===== src/rtl/jt51_wrbuf.sv =====
// jt51_wrbuf: CPU-side write buffer in front of the JT51 register block.
// CPU writes {a0, din} are queued in a small FIFO and replayed one at a time
// with the write/a0/d_in handshake, waiting for busy to rise and fall between
// entries.
// Optional feature: define JT51_WRBUF_OVF_EN to build the sticky overflow
// flag. Without it, ovf is tied low, ovf_clr is ignored and drops are silent.
module jt51_wrbuf #(
  parameter int AW = 3
) (
  input  logic          clk,
  input  logic          rst,
  input  logic          cs_n,
  input  logic          wr_n,
  input  logic          a0,
  input  logic [7:0]    din,
  input  logic          busy_in,
  output logic          write,
  output logic          a0_out,
  output logic [7:0]    d_out,
  output logic          full,
  output logic          empty,
  output logic [AW:0]   level,
  output logic          ovf,
  input  logic          ovf_clr
);

  localparam int DEPTH = 1 << AW;
  localparam logic [AW:0] LEVEL_FULL = (AW + 1)'(DEPTH);

  typedef enum logic [1:0] {
    ST_IDLE,
    ST_ISSUE,
    ST_SETTLE,
    ST_WAIT
  } state_t;

  // FIFO storage, one entry per CPU write: {a0, data}
  logic [8:0]    mem [DEPTH];

  logic [AW-1:0] wr_ptr_reg;
  logic [AW-1:0] rd_ptr_reg;
  logic [AW:0]   level_reg;
  logic          wr_n_l_reg;

  state_t        state_reg;
  state_t        state_next;
  logic          write_reg;
  logic          write_next;
  logic          a0_out_reg;
  logic [7:0]    d_out_reg;

  logic          push_req;
  logic          push_ok;
  logic          drop;
  logic          pop;

  // Status comes straight from the registered entry count
  assign full  = (level_reg == LEVEL_FULL);
  assign empty = (level_reg == '0);
  assign level = level_reg;

  assign write  = write_reg;
  assign a0_out = a0_out_reg;
  assign d_out  = d_out_reg;

  // One push per low pulse of wr_n: only the falling edge (as seen against
  // the previous-cycle copy) counts, however long the strobe is held.
  assign push_req = !cs_n && !wr_n && wr_n_l_reg;
  // A pop on the same edge frees a slot, so a push into a full FIFO is still
  // accepted when the drain FSM is popping at the same time.
  assign push_ok  = push_req && (!full || pop);
  assign drop     = push_req && full && !pop;

  // Previous-cycle copy of the CPU write strobe
  always_ff @(posedge clk) begin
    if (rst) wr_n_l_reg <= 1'b1;
    else     wr_n_l_reg <= wr_n;
  end

  // FIFO storage write port (no reset so it can map to RAM)
  always_ff @(posedge clk) begin
    if (push_ok) mem[wr_ptr_reg] <= {a0, din};
  end

  // Write/read pointers, wrapping naturally modulo the depth
  always_ff @(posedge clk) begin
    if (rst) begin
      wr_ptr_reg <= '0;
      rd_ptr_reg <= '0;
    end else begin
      if (push_ok) wr_ptr_reg <= wr_ptr_reg + 1'b1;
      if (pop)     rd_ptr_reg <= rd_ptr_reg + 1'b1;
    end
  end

  // Entry count: simultaneous push and pop leave it unchanged
  always_ff @(posedge clk) begin
    if (rst) begin
      level_reg <= '0;
    end else begin
      case ({push_ok, pop})
        2'b10:   level_reg <= level_reg + 1'b1;
        2'b01:   level_reg <= level_reg - 1'b1;
        default: level_reg <= level_reg;
      endcase
    end
  end

  // Drain FSM next-state and issue decision. busy_in is only looked at in
  // IDLE and WAIT; SETTLE hides the cycle where the register block's busy
  // is still on its way up after the strobe.
  always_comb begin
    state_next = state_reg;
    pop        = 1'b0;
    write_next = 1'b0;
    case (state_reg)
      ST_IDLE: begin
        if (!empty && !busy_in) begin
          pop        = 1'b1;
          write_next = 1'b1;
          state_next = ST_ISSUE;
        end
      end
      ST_ISSUE: begin
        state_next = ST_SETTLE;
      end
      ST_SETTLE: begin
        state_next = ST_WAIT;
      end
      ST_WAIT: begin
        if (!busy_in) begin
          if (!empty) begin
            pop        = 1'b1;
            write_next = 1'b1;
            state_next = ST_ISSUE;
          end else begin
            state_next = ST_IDLE;
          end
        end
      end
      default: begin
        state_next = ST_IDLE;
      end
    endcase
  end

  // Drain FSM state register and one-cycle write strobe
  always_ff @(posedge clk) begin
    if (rst) begin
      state_reg <= ST_IDLE;
      write_reg <= 1'b0;
    end else begin
      state_reg <= state_next;
      write_reg <= write_next;
    end
  end

  // Registered read of the head entry; a0_out/d_out hold between issues
  always_ff @(posedge clk) begin
    if (rst) begin
      a0_out_reg <= 1'b0;
      d_out_reg  <= 8'h00;
    end else if (pop) begin
      {a0_out_reg, d_out_reg} <= mem[rd_ptr_reg];
    end
  end

`ifdef JT51_WRBUF_OVF_EN
  logic ovf_reg;

  // Sticky overflow: a drop on the same edge as a clear keeps it set
  always_ff @(posedge clk) begin
    if (rst)          ovf_reg <= 1'b0;
    else if (drop)    ovf_reg <= 1'b1;
    else if (ovf_clr) ovf_reg <= 1'b0;
  end

  assign ovf = ovf_reg;
`else
  // Overflow reporting not built: drops happen silently
  logic unused_ovf;
  assign unused_ovf = ovf_clr ^ drop;
  assign ovf = 1'b0;
`endif

endmodule


===== config.mk =====
export PLATFORM = sky130hd
export DESIGN_NAME = jt51_wrbuf
export DESIGN_NICKNAME = d
export VERILOG_FILES = /design/src/rtl/jt51_wrbuf.sv
export SDC_FILE = /design/constraint.sdc
export NUM_CORES = 1
export LEC_CHECK = 0
export BUFFER_PORTS_ARGS = -buffer_cell sky130_fd_sc_hd__buf_2
export CAP_MARGIN = 20
export CORE_ASPECT_RATIO = 2
export CORE_MARGIN = 3
export CORE_UTILIZATION = 55
export CTS_BUF_LIST = sky130_fd_sc_hd__clkbuf_8
export DETAILED_ROUTE_END_ITERATION = 16
export PLACE_DENSITY = 0.74
export SKIP_LAST_GASP = 1
export SYNTH_ARGS = -nofsm -noshare
export SYNTH_HDL_FRONTEND = slang
export SYNTH_SLANG_ARGS = --single-unit

===== constraint.sdc =====
create_clock -name clk -period 2.8 [get_ports clk]
set_clock_uncertainty 0.2 [all_clocks]
set_input_delay 0.56 -clock clk [delete_from_list [all_inputs] [get_ports clk]]
set_output_delay 0.56 -clock clk [all_outputs]
set_load 0.03 [all_outputs]

==> metrics <==
status completed; Synth top cells by count edfxtp_1 (72), nor2_1 (29), dfxtp_1 (23), mux4_2 (18), nor3_1 (14); critical hold path startpoint wr_n; worst-skew pair later-pin latency 350 ps; global-route wire length before repair roughly 12000 um; Hold/Removal Path Class input port to register; antenna viol nets, final 0; Syn Nets between 200 and 300; worst reg2reg path endpoint level[3]; element type at the critical path start register; Final Instance Area approximately 4500 um2; worst path arrival time between 2000 and 3000 ps; Worst Path Required about 2800 ps; WHS about 240 ps; Boundary Pins 32; post-layout util 0.666; starting density of the core 0.577; Max VDD drop ~0.52 mV; number of diodes 0; Syn Std Cell Area 3880 um2; top_reg_cell synth edfxtp_1; CP Class register to register; syn avg cell area between 15 and 20 um2; GR Util All Layers 0.199; FFs w/ async S/R, synth 0; max reg flops between 70 and 80; Logic pwr share 0.341; gr ovfl total 0; Post-synth EDFFs 72; CP Max Fanout 5; Net Switching between 1 and 1.5 mW; Design Power about 4 mW; Final Max Tran Viols 0; # DRC 0; placed cells 369; Avg Vias per Cell between 5 and 6; r2r setup slk between 80 and 90 ps; nature of the critical path endpoint register; die area ~8200 um2; maxcap violations 0; Routed WL per cell 18.9 um; DP HPWL between 4000 and 5000 um; worst hold stages 2; f_max about 0.37 GHz; worst setup margin 86.7 ps; top-count cell post-synth edfxtp_1; R2R depth 8; area share of the largest cell type after synthesis 0.557; #FFs+latches synth 95; Hold Path Sink wr_n_l_reg; Die H 125 um; Final nets roughly 320; Initial DRC Count 87; P_int 2.61 mW; post-synth cell types 46; H-tree depth 3; DR vias about 2200; CTS root buffer clkbuf_8; TritonCTS buffer count 9; vias in the first global route roughly 2400; # rows 42; pwr/cell area between 800 and 900 nW/um2; CTS max path bufs 2; largest net degree at the start of global routing 31; routability congestion estimate around 0.76; Tcrit/Tclk final 0.969; minimum clock period roughly 2700 ps; Setup Viol. Count Final 0; die width ~65 um; register area share after synthesis 0.675; Total Wirelength ~7300 um; Final Non-Filler Cells ~390; Fin Setup TNS 0 ps; CTS sink count 95; Leakage around 1.6 nW; largest cells by area after synthesis edfxtp_1 (56%), dfxtp_1 (12%), mux4_2 (10%); worst slack, placed -77.2 ps; Synth Warn # 0; FF-to-FF Start level[3]; Flop pwr share 0.437; Hold-fix buffers, CTS 0; Slew @ Worst Pin ~1000 ps; layout cells sized above 1 0.357; drt pass-1 iters 4; RSZ-0062 raised after global routing no; core footprint around 6700 um2; Port-buffer cells 29; Worst-path clk slew roughly 90 ps; switching share of power 0.340; area leader, netlist edfxtp_1; Fin. Hold Viols 0; cell area after placement ~4200 um2; Synth-to-Final Area Change 15.5%; Synth Instances 246; TritonCTS clock tree built; initial antenna violation count 0; Clk network pwr share 0.222; Max-slew headroom 0.299
-- cell usage in the layout, fill, tap and decap left out, types with 3 or more instances in the layout --
cell type  netlist  routed
nor2b_1          4       4
ha_1             7       4
buf_2            4      29
mux4_2          18      18
nor2_1          29      26
a21oi_1          4       3
nand2b_1         4       4
nor3_1          14      14
o22ai_1          9       9
dfxtp_2          0       4
mux2_2           4       4
buf_4            1      18
inv_1            6       7
clkbuf_8         0      10
ha_4             0       3
nand2_1          4       4
edfxtp_1        72      72
nand4_1          3       3
dfxtp_1         23      18
-- worst max path at each step --
stage	startpoint	endpoint	slack [ps]	cells past startpoint
global route	level[3]	level[3]	4	8
global placement	wr_n	mem[6][4]	1	5
detailed placement	wr_n	mem[5][6]	-80	5
CTS	level[3]	level[3]	20	8
finish	level[3]	level[3]	90	8
floorplan	state_reg[0]	level[3]	-50	9
-- layout make-up --
class	instances	area, um2
Sequential cell	95	2630
Multi-Input combinational cell	131	1230
Clock inverter	6	60.1
Tap cell	88	110
Timing Repair Buffer	47	280
Inverter	8	37.5
Fill cell	505	2240
Clock buffer	10	138
-- worst max-delay path, stage by stage, from the launching register on --
cell and delay, ps:
dfxtp_4 370, or4_4 560, inv_8 90, nor4b_4 50, ha_1 280, a21o_1 180, a21oi_2 180, and4bb_1 210
or4_1 490
-- routing by layer --
metal / vias up / GRT usage / part of all wire
met5: - / 0 / 0
met1: 1107 / 0.201 / 0.36
li1: 1038 / - / -
met4: 0 / 0.121 / 0.038
met3: 17 / 0.0406 / 0.037
met2: 56 / 0.357 / 0.57
-- power by group through the flow --
stage | combinational [mW] | clock [mW] | sequential, mW
floorplan | 0.774 | 0 | 1.94
global placement | 1.29 | 0 | 1.75
detailed placement | 1.31 | 0 | 1.75
CTS | 1.34 | 0.901 | 1.72
global route | 1.46 | 0.958 | 1.74
finish | 1.35 | 0.878 | 1.72
-- cell families (layout without fill, tap and decap cells) --
logic type / count (synthesis) / in the layout / share of synthesized area
AOI/OAI and AO/OA: 22 / 22 / 0.0380
xor gates and xnor gates: 3 / 3 / 0.00677
adders and majority gates: 8 / 8 / 0.0277
buffers and inverters: 20 / 71 / 0.0242
DFF: 95 / 95 / 0.675
muxes: 25 / 25 / 0.124
other: 1 / 1 / 0.000966
and+or+nand+nor: 72 / 72 / 0.103
-- timing repair --
item / in CTS / in global routing
endpoints found under the setup margin: 10 / 1
cloned: 0 / 0
endpoints found under the hold margin: 0 / 0
gates resized for setup: 2 / 5
setup buffers: 0 / 0
pin swaps: 0 / 5
Power figures use the tool's default switching activity.
